$ cat src/rtl/pipeline_buffer.sv
// pipeline_buffer: DEPTH-stage register pipeline with stall, flush and
// deferred zero-bubble insertion, plus a saturating stalled-output counter.
//
// Ports:
//   clk           rising-edge clock for all state
//   reset         asynchronous active-low reset, clears all state
//   w_en          1 = shift the pipeline, 0 = hold (stall)
//   bubble        load the bubble counter with BUBBLE_LEN
//   flush         synchronous clear of stages, valid bits, bubbles, stall count
//   valid_in      qualifies buffer_in
//   buffer_in     [N-1:0] data entering stage 0
//   buffer_out    [N-1:0] registered data of the last stage
//   valid_out     registered valid bit of the last stage
//   bubble_active registered, high while the bubble counter is nonzero
//   stall_count   [15:0] saturating count of edges that stalled a valid output
module pipeline_buffer #(
    parameter int N          = 40,
    parameter int DEPTH      = 1,
    parameter int BUBBLE_LEN = 1
) (
    input  logic         clk,
    input  logic         reset,
    input  logic         w_en,
    input  logic         bubble,
    input  logic         flush,
    input  logic         valid_in,
    input  logic [N-1:0] buffer_in,
    output logic [N-1:0] buffer_out,
    output logic         valid_out,
    output logic         bubble_active,
    output logic [15:0]  stall_count
);

    localparam logic [2:0] BUBBLE_LOAD = 3'(BUBBLE_LEN);

    logic [N-1:0] data_r  [DEPTH];
    logic [N-1:0] data_s  [DEPTH];
    logic         valid_r [DEPTH];
    logic         valid_s [DEPTH];
    logic [2:0]   cnt_r;
    logic [2:0]   cnt_s;
    logic         bubble_active_r;
    logic [15:0]  stall_r;
    logic [15:0]  stall_s;

    // Saturating 16-bit increment: sticks at all-ones.
    function automatic logic [15:0] sat_inc16(input logic [15:0] value);
        logic [15:0] result;
        if (value == 16'hFFFF) begin
            result = 16'hFFFF;
        end else begin
            result = value + 16'd1;
        end
        return result;
    endfunction

    // Next-state logic: flush beats bubble insertion, which beats shift/hold.
    always_comb begin
        data_s  = data_r;
        valid_s = valid_r;
        cnt_s   = cnt_r;
        stall_s = stall_r;
        if (flush) begin
            for (int k = 0; k < DEPTH; k++) begin
                data_s[k]  = '0;
                valid_s[k] = 1'b0;
            end
            cnt_s   = 3'd0;
            stall_s = 16'd0;
        end else if (cnt_r != 3'd0) begin
            // Insertion edge: stage 0 is forced to an empty entry even when
            // stalled; the downstream stages still obey w_en.
            if (w_en) begin
                for (int k = 1; k < DEPTH; k++) begin
                    data_s[k]  = data_r[k-1];
                    valid_s[k] = valid_r[k-1];
                end
            end else begin
                data_s  = data_r;
                valid_s = valid_r;
            end
            data_s[0]  = '0;
            valid_s[0] = 1'b0;
            cnt_s      = bubble ? BUBBLE_LOAD : (cnt_r - 3'd1);
        end else begin
            if (w_en) begin
                for (int k = 1; k < DEPTH; k++) begin
                    data_s[k]  = data_r[k-1];
                    valid_s[k] = valid_r[k-1];
                end
                data_s[0]  = buffer_in;
                valid_s[0] = valid_in;
            end else if (valid_r[DEPTH-1]) begin
                stall_s = sat_inc16(stall_r);
            end else begin
                stall_s = stall_r;
            end
            // A request on an idle edge only arms the counter; insertion
            // starts on the following edge.
            cnt_s = bubble ? BUBBLE_LOAD : 3'd0;
        end
    end

    // State registers with asynchronous active-low clear.
    always_ff @(posedge clk or negedge reset) begin
        if (!reset) begin
            for (int k = 0; k < DEPTH; k++) begin
                data_r[k]  <= '0;
                valid_r[k] <= 1'b0;
            end
            cnt_r           <= 3'd0;
            bubble_active_r <= 1'b0;
            stall_r         <= 16'd0;
        end else begin
            for (int k = 0; k < DEPTH; k++) begin
                data_r[k]  <= data_s[k];
                valid_r[k] <= valid_s[k];
            end
            cnt_r           <= cnt_s;
            bubble_active_r <= (cnt_s != 3'd0);
            stall_r         <= stall_s;
        end
    end

    assign buffer_out    = data_r[DEPTH-1];
    assign valid_out     = valid_r[DEPTH-1];
    assign bubble_active = bubble_active_r;
    assign stall_count   = stall_r;

endmodule

$ cat config.mk
export PLATFORM = sky130hd
export DESIGN_NAME = pipeline_buffer
export DESIGN_NICKNAME = d
export VERILOG_FILES = /design/src/rtl/pipeline_buffer.sv
export SDC_FILE = /design/constraint.sdc
export NUM_CORES = 1
export LEC_CHECK = 0
export ABC_AREA = 1
export BUFFER_PORTS_ARGS = -buffer_cell sky130_fd_sc_hd__buf_4
export CORE_ASPECT_RATIO = 2
export CORE_MARGIN = 1.5
export CORE_UTILIZATION = 53
export CTS_CLUSTER_SIZE = 12
export DETAILED_ROUTE_END_ITERATION = 10
export PLACE_DENSITY_LB_ADDON = 0.08
export SYNTH_ARGS = -nofsm -noshare
export SYNTH_HDL_FRONTEND = slang
export SYNTH_SLANG_ARGS = --single-unit
$ cat constraint.sdc
create_clock -name clk -period 4.2 [get_ports clk]
set_input_delay 0.21 -clock clk [delete_from_list [all_inputs] [get_ports clk]]
set_output_delay 0.21 -clock clk [all_outputs]
set_load 0.01 [all_outputs]
==> key figures <==
Timing
  • Worst Skew: roughly 0.01 ns
  • Period Utilization, post-route: between 40% and 50%
  • Worst-Margin Slew: 0.776 ns
  • Sum Neg Setup Slack: 0 ns
  • FMAX: 540 MHz
  • Final worst path period need: around 1.9 ns
  • Slew Limit Fails: 0
  • Slew margin rel.: 48.2%
  • Final Hold Viols: 0
  • Final setup fails: 0
  • RSZ-0062 raised after global routing: no

Critical path
  • Crit end category: flip-flop
  • Crit path required time: 4.47 ns
  • Setup crit start kind: flip-flop
  • CP Max Fanout: 15
  • Reg-to-reg slack, setup: 2.35 ns
  • Critical path arrival: 2.12 ns
  • Critical path type: reg -> reg

Worst hold path
  • Hold WC Path Type: in -> reg

Layout
  • Synthesis-to-layout area growth: 33.7%
  • Fillers: 426
  • N_diodes: 0
  • Share of layout cells above drive strength 1: 28.9%
  • Final Non-Filler Cells: about 530
  • Nets: 512
  • Final Core Density: 74.7%
  • Final instance area: slightly below 4000 um^2

GRT
  • Initial antenna violation count: 0
  • Vias in the first global route: 2601
  • Pin count of the biggest net entering global routing: 62
  • Gr usage total: around 25%
  • GR Overflow Total: 0
  • GR Util met3: roughly 7.3%
  • Met2 Usage GRT: a little over two fifths
  • M1 GR Usage: about a quarter
  • First-pass GRT wire length: roughly 11000 um
  • Most Used Layer, Global Route: met2

Job
  • Max-Cap Viols: 0

Floorplan
  • Initial core utilization: 55.9%
  • IO Count: 104
  • Die width: 55.3 um
  • Die area: 5940 um^2
  • Chip Height: 108 um
  • Row Count: 37
  • Core ar.: about 5200 um^2

Clock tree
  • Clock slew at reported path FFs: 0.07 ns
  • Clk buf depth: 2
  • Clock Latency Late Sink: roughly 0.34 ns
  • CTS tree: yes
  • Inserted Clock Buffers: 9
  • Postcts setup bufs: 0
  • H-Tree Depth: 3
  • Root Buffer: clkbuf_8
  • CTS Sinks: 61

Run status
  • Status: complete, no violations

Synth
  • Largest cells by area after synthesis: dfrtp_1, nand2_1, inv_1, o21ai_0, xor2_1
  • Synthesized area: ~2900 um^2
  • Top post-synthesis cells by count: nand2_1, inv_1, dfrtp_1
  • Syn Inst Count: 357
  • Top_reg_cell synth: dfrtp_1
  • Synth Register Bits: between 60 and 70
  • Synth Warn #: 0
  • Syn Nets: 406
  • Post-synth ARST share: 100%
  • Leading area contributor after synthesis: dfrtp_1
  • Post-synth cell types: 26
  • Seq/Total Area, Yosys: a little over half
  • Top-area cell type share of the netlist area: 52.7%
  • Count leader, synth: nand2_1
  • Post-synth EDFFs: 0
  • Syn Area/Cell: between 8 and 9 um^2

Place
  • Inst Count DP: 509
  • Final weighted congestion in routability-driven placement: 0.848
  • HPWL Detailed: 5080 um
  • Post-DP Area: roughly 3700 um^2
  • Port buffer count: 103

Power and ir drop
  • P per Cell Area: 312 nW/um^2
  • Static leakage: 2.24 nW
  • Peak supply drop: 250 uV

Detailed routing
  • Starting DRT DRC Count: 123
  • Vias: 2635
  • Routed WL: 6980 um
  • Vias per cell: 5.02
  • WL/cell: 13.3 um
  • DRC viols: 0
  • Post-DRT Antenna Nets: 0
  • Pre-Repair DR Iteration Count: 4
## metrics by stage
stage | hold WS (ns) | setup WS, ns | power, mW
after global placement | 0.327 | 2.48 | 0.775
after global routing | 0.115 | 2.17 | 1.26
after floorplan | -0.0856 | 2.71 | 0.686
final | 0.111 | 2.35 | 1.21
after detailed placement | 0.336 | 2.38 | 0.779
after CTS | 0.105 | 2.37 | 1.22
## worst max-delay path, stage by stage (launching register included)
cell	delay, ns
dfrtp_1	0.38
inv_1	0.08
ha_1	0.14
inv_1	0.04
nor2_2	0.12
inv_2	0.08
nor2_1	0.09
nand2_1	0.08
nor2_2	0.47
o21ai_0	0.21
nand2_1	0.11
## flip-flops by register name, indices dropped and copies added (netlist names)
name           count
bubble_active      1
buffer_out        40
cnt_r              3
stall_count       16
valid_out          1
## cells in the final DEF (no fill, tap or decap), drive strengths merged
cell type    instances
nor3                 3
o21ai               54
ha                   3
nand4                4
nor2                17
xor2                 7
dlygate4sd3          1
clkbuf              13
nand3               17
o21bai               1
inv                 70
o211ai               1
nand2              107
or2                  1
buf                105
clkinv               2
dfrtp               61
## layout make-up
type	instances	area (um^2)	area share (%)
Clock buffer	13	149	3.84
Tap cell	58	72.6	1.87
Clock inverter	2	10.0	0.258
Inverter	70	263	6.78
Multi-Input combinational cell	215	1050	27.2
Timing Repair Buffer	106	798	20.6
Sequential cell	61	1530	39.4
## report_power, final
| part | internal (mW) | switching [mW] | total [mW] |
|---|---|---|---|
| sequential | 0.611 | 0.0141 | 0.625 |
| combinational | 0.0680 | 0.0741 | 0.142 |
| clock | 0.226 | 0.214 | 0.440 |
| total | 0.905 | 0.303 | 1.21 |
## per-layer routing
layer | vias to the layer above | share of wire [%]
met5 | - | 0
met4 | 0 | 3.0
met3 | 22 | 5.5
met2 | 104 | 54
met1 | 1212 | 37
li1 | 1297 | -
## timing repair
| item | CTS | global route |
|---|---|---|
| endpoints found under the setup margin | 0 | 0 |
| hold buffers | 1 | 0 |
| endpoints found under the hold margin | 61 | 0 |
| gates resized for setup | 0 | 0 |
## path summary, 6_finish.rpt
kind | from | to | cells after the start
max | cnt_r[0]$_DFF_PN0_ | stall_count[1]$_DFFE_PN0P_ | 10
min | buffer_in[4] | buffer_out[4]$_DFFE_PN0P_ | 3
max reg2reg | cnt_r[0]$_DFF_PN0_ | stall_count[1]$_DFFE_PN0P_ | 10
min reg2reg | buffer_out[20]$_DFFE_PN0P_ | buffer_out[20]$_DFFE_PN0P_ | 2
max in group asynchronous | reset | buffer_out[36]$_DFFE_PN0P_ | 2
min in group asynchronous | reset | stall_count[4]$_DFFE_PN0P_ | 2
## cells by family after synthesis
logic type | synth area share (%)
buffers and inverters | 11.1
XOR/XNOR | 2.12
flip-flops | 52.7
AND/OR/NAND/NOR | 22.8
adder cells (fa/ha/maj) | 1.30
AO/OA/AOI/OAI | 9.98
No activity file was read; power rests on OpenSTA's default activity.
